## src/rtl/uart_rx_fifo.sv

```systemverilog
`default_nettype none
// ============================================================================
// Module   : uart_rx_fifo
// Purpose  : Receive-side byte FIFO behind the UART receiver. It detects the
//            end of each frame on rx_busy, queues the received byte, and gives
//            the CPU first-word-fall-through reads. It also keeps a sticky
//            overflow flag and a level interrupt.
// Revision : 1.0  initial release
// ============================================================================
module uart_rx_fifo #(
  parameter int DEPTH = 16,
  parameter int AW    = 4
) (
  input  logic          sysclk,
  input  logic          reset,
  input  logic          rx_busy,
  input  logic [7:0]    rx_data,
  input  logic          rx_enable,
  input  logic          rd_en,
  input  logic          irq_en,
  input  logic          ovf_clr,
  output logic [7:0]    rd_data,
  output logic          empty,
  output logic          full,
  output logic [AW:0]   count,
  output logic          overflow,
  output logic          irq
);

  localparam logic [AW:0] C_DEPTH = (AW+1)'(DEPTH);
  localparam logic [AW:0] C_ONE   = (AW+1)'(1);

  // rx_busy synchroniser (s1, s2) plus one history flop (s3)
  logic          s1_q, s2_q, s3_q;
  logic [AW-1:0] wr_ptr_q, wr_ptr_d;
  logic [AW-1:0] rd_ptr_q, rd_ptr_d;
  logic [AW:0]   count_q, count_d;
  logic          ovf_q, ovf_d;
  logic [7:0]    mem [DEPTH];

  logic          done_w;
  logic          push_req_w;
  logic          do_pop_w;
  logic          do_push_w;
  logic          ovf_set_w;

  // Synchronise rx_busy; the flops reset to 0 so a release never fakes a falling edge
  always_ff @(posedge sysclk or negedge reset) begin
    if (!reset) begin
      s1_q <= 1'b0;
      s2_q <= 1'b0;
      s3_q <= 1'b0;
    end else begin
      s1_q <= rx_busy;
      s2_q <= s1_q;
      s3_q <= s2_q;
    end
  end

  assign done_w     = s3_q & ~s2_q;
  assign push_req_w = done_w & rx_enable;
  assign empty      = (count_q == '0);
  assign full       = (count_q == C_DEPTH);
  assign do_pop_w   = rd_en & ~empty;
  // A full FIFO still accepts a byte if the head leaves in the same cycle
  assign do_push_w  = push_req_w & (~full | do_pop_w);
  assign ovf_set_w  = push_req_w & full & ~do_pop_w;

  // Next-state for pointers, occupancy and the sticky overflow flag
  always_comb begin
    wr_ptr_d = wr_ptr_q;
    rd_ptr_d = rd_ptr_q;
    count_d  = count_q;
    ovf_d    = ovf_q;
    if (do_push_w) wr_ptr_d = wr_ptr_q + 1'b1;
    if (do_pop_w)  rd_ptr_d = rd_ptr_q + 1'b1;
    if (do_push_w && !do_pop_w)      count_d = count_q + C_ONE;
    else if (do_pop_w && !do_push_w) count_d = count_q - C_ONE;
    // A new overflow takes priority over a clear in the same cycle
    if (ovf_set_w)    ovf_d = 1'b1;
    else if (ovf_clr) ovf_d = 1'b0;
  end

  // Control state register
  always_ff @(posedge sysclk or negedge reset) begin
    if (!reset) begin
      wr_ptr_q <= '0;
      rd_ptr_q <= '0;
      count_q  <= '0;
      ovf_q    <= 1'b0;
    end else begin
      wr_ptr_q <= wr_ptr_d;
      rd_ptr_q <= rd_ptr_d;
      count_q  <= count_d;
      ovf_q    <= ovf_d;
    end
  end

  // Byte storage; contents are not cleared by reset
  always_ff @(posedge sysclk) begin
    if (do_push_w) mem[wr_ptr_q] <= rx_data;
  end

  assign rd_data  = empty ? 8'h00 : mem[rd_ptr_q];
  assign count    = count_q;
  assign overflow = ovf_q;
  assign irq      = irq_en & ~empty;

endmodule
`default_nettype wire

```

## config.mk

```make
export PLATFORM = sky130hd
export DESIGN_NAME = uart_rx_fifo
export DESIGN_NICKNAME = d
export VERILOG_FILES = /design/src/rtl/uart_rx_fifo.sv
export SDC_FILE = /design/constraint.sdc
export NUM_CORES = 1
export LEC_CHECK = 0
export CORE_MARGIN = 1.5
export CORE_UTILIZATION = 43
export CTS_CLUSTER_SIZE = 8
export DETAILED_ROUTE_END_ITERATION = 10
export GPL_ROUTABILITY_DRIVEN = 0
export PLACE_DENSITY_LB_ADDON = 0.2
export SETUP_SLACK_MARGIN = 0.1
export SYNTH_ARGS = -nofsm -noshare
export SYNTH_HDL_FRONTEND = slang
export SYNTH_SLANG_ARGS = --single-unit
```

## constraint.sdc

```tcl
create_clock -name sysclk -period 6.3 [get_ports sysclk]
set_input_delay 0.945 -clock sysclk [delete_from_list [all_inputs] [get_ports sysclk]]
set_output_delay 0.945 -clock sysclk [all_outputs]
set_load 0.05 [all_outputs]
```

==> impl_metrics.csv <==
group,metric,value,unit
run_status,status,"finished, final reports clean",
cts,clockBufferDepth,2,
drt,via_count,2911,
cts,post_cts_resized,0,
global_route,grt_pass1_wl,18100,um
synth,synthArstFlopShare,11.7,%
timing,skew,3.88,ps
drt,drc,0,
pwr,power.share.switching,33.2,%
synth,synthFlopType,"edfxtp_1",
synth,synth_edf_count,128,
global_route,grt_max_degree,26,
die,coreArea,0.0134,mm2
synth,synth_cell_type_count,38,
critical_path,cp-start-kind,"flop",
synth,synth.top_cell.area_share,64.3,%
placed_design,portBuffers,31,
pwr,p_int,0.00226,W
timing,finalMaxSlewViolations,0,
cts,cts_buffers,17,
critical_path,path_class,"reg -> out",
global_route,grt.overflow.total,0,
pwr,p_leak,2.38,nW
global_route,grt_pass1_vias,3044,
timing,tns,0,ps
synth,synth_area,0.00598,mm2
critical_path,worst-path-max-fanout,19,
die,fp-row-count,42,
pwr,pwr-share-comb,33.1,%
pwr,pwr-share-seq,36.3,%
placed_design,place_ws,2170,ps
critical_path,required,5350,ps
cts,cts_tree,"done",
timing,period_share,71.9,%
drt,wl_per_cell,21.4,um
synth,ys_top_cells_by_area,"edfxtp_1 (64%), mux4_2 (9.0%), dfrtp_1 (7.1%), mux4_1 (3.5%), ha_1 (1.9%)",
cts,worstSkewPairLatency,410,ps
flow_run,maxCapViolCount,0,
final_layout,drive_above_1_share,20.2,%
final_layout,antenna_cells,0,
drt,drtAntennaViolNets,0,
drt,via_per_inst,5.42,
timing,worst_pin_slew,1220,ps
synth,synthesis.nets,337,
final_layout,final_cell_mix,"edfxtp_1 (128), clkdlybuf4s50_1 (31), mux4_2 (24), clkbuf_16 (17), dfrtp_1 (17)",
pwr,netSwitchingPower,0.00112,W
placed_design,dp_hpwl,7310,um
timing,fin_crit,4530,ps
synth,ys_seq_area_share,71.4,%
drt,drtPass1Iterations,4,
cts,post_cts_buffers,0,
synth,synth_cells,312,
cts,cts_root_buffer,"clkbuf_16",
synth,ys_warn_count,0,
global_route,antenna_found_initial,0,
die,ios,32,
drt,routed_wl,11500,um
timing,relSlewSlack,18.6,%
die,start_util,44.6,%
pwr,power_density,480,mW/mm2
timing,hold_viol_final,0,
global_route,track_usage,17.6,%
drt,drt_iter0_drc,283,
synth,yosys_register_bits,145,
final_layout,areaGrowthSynthToFinish,17.6,%
synth,yosys.area.top_type,"edfxtp_1",
critical_path,worstSetupEndpointType,"primary output",
die,die_x,121,um
cts,h-tree-depth,4,
cts,clkTransAtPathRegs,60,ps
final_layout,nets,373,
critical_path,ff2ff_setup_slack,2940,ps
die,die_y,121,um
cts,clock_sinks,145,
pwr,clockPowerShare,30.6,%
final_layout,layout_commonest_cell,"edfxtp_1",
timing,finalSetupViolCount,0,
critical_path,critPathArrivalTime,3580,ps
timing,fin_ws,1770,ps
cts,cts.hold.buffers_added,0,
worst_hold_path,hold_class,"reg -> reg",
pwr,worst_ir_drop_vdd,0.000302,V
final_layout,fillers,1061,
timing,fmax,221,MHz
die,die_area,0.0146,mm2
synth,avgSynthCellArea,19.2,um2
timing,rsz0062_at_grt,"no",
[critical path, stage by stage, from the launching register on]
cell             delay [ps]
dfrtp_1                 870
buf_4                   440
mux4_1                  580
mux2_2                  270
o21ai_0                 140
a21oi_1                  80
clkdlybuf4s50_1         750
[worst paths after layout]
kind	cells after the start	startpoint	to
worst max-delay path	6	rd_ptr_q[1]$_DFFE_PN0N_	rd_data[2]
worst min-delay path	0	s1_q$_DFF_PN0_	s2_q$_DFF_PN0_
worst max register to register	9	count[0]$_DFFE_PN0P_	count[4]$_DFFE_PN0P_
worst min register to register	0	s1_q$_DFF_PN0_	s2_q$_DFF_PN0_
max in group asynchronous	1	reset	rd_ptr_q[2]$_DFFE_PN0N_
min in group asynchronous	1	reset	count[2]$_DFFE_PN0P_
[layer usage]
metal | part of all wire [%] | global-route usage, % | wire [um] | up-vias
met5 | 0 | 0 | 0 | -
met4 | 3.5 | 9.63 | 398 | 0
met3 | 3.9 | 3.76 | 454 | 22
met2 | 47 | 27.0 | 5450 | 69
met1 | 45 | 23.6 | 5200 | 1495
li1 | - | - | - | 1325
[sequential cells by signal, indices dropped and copies added, names as in the netlist]
| name | flops |
|---|---|
| s2_q | 1 |
| s3_q | 1 |
| overflow | 1 |
| count | 5 |
| mem | 128 |
| s1_q | 1 |
| rd_ptr_q | 4 |
| wr_ptr_q | 4 |
[layout make-up]
class	instances	area, um2	area share (%)
clock buffer	17	425	6.05
clock inverter	15	190	2.70
inverter	7	26.3	0.373
multi-input combinational	143	1570	22.3
sequential	145	4270	60.7
tap	176	220	3.13
timing repair buffer	34	333	4.73
[per-stage QoR]
stage	cell area, um2	instances	hold slack [ps]	total power [W]	utilization (%)
floorplan	5980	312	331	0.00209	-
global placement	6420	505	340	0.00236	47.9
detailed placement	6420	505	337	0.00238	47.9
CTS	7040	537	361	0.00341	52.5
global route	7040	537	365	0.00353	52.5
finish	7040	537	355	0.00338	52.5
[synth_stat cells, drive strengths merged (2+ instances only)]
| cell | n |
|---|---|
| nor3 | 7 |
| clkbuf | 5 |
| mux2i | 9 |
| edfxtp | 128 |
| buf | 12 |
| a21oi | 10 |
| o21ai | 12 |
| nand2 | 11 |
| dfrtp | 17 |
| and3 | 5 |
| nand3 | 6 |
| xnor2 | 8 |
| nor2 | 5 |
| and2 | 6 |
| inv | 6 |
| a21o | 2 |
| ha | 9 |
| mux4 | 32 |
| mux2 | 10 |
[power by group through the flow]
| stage | sequential [W] | clock (W) | combinational (W) |
|---|---|---|---|
| global route | 0.00124 | 0.00109 | 0.00120 |
| floorplan | 0.00122 | 0 | 0.000865 |
| finish | 0.00122 | 0.00103 | 0.00112 |
| detailed placement | 0.00125 | 0 | 0.00114 |
| global placement | 0.00124 | 0 | 0.00112 |
| CTS | 0.00123 | 0.00105 | 0.00114 |
[cell families (layout without fill, tap and decap cells)]
family	Yosys count	in the layout	share of synthesized area, %
mux	51	51	15.9
compound gates	28	28	2.68
fa+ha+maj	10	10	2.22
flops	145	145	71.4
xor+xnor	9	9	1.32
simple gates	45	45	3.87
buf+inv	24	73	2.59
(Power assumes the default switching activity.)
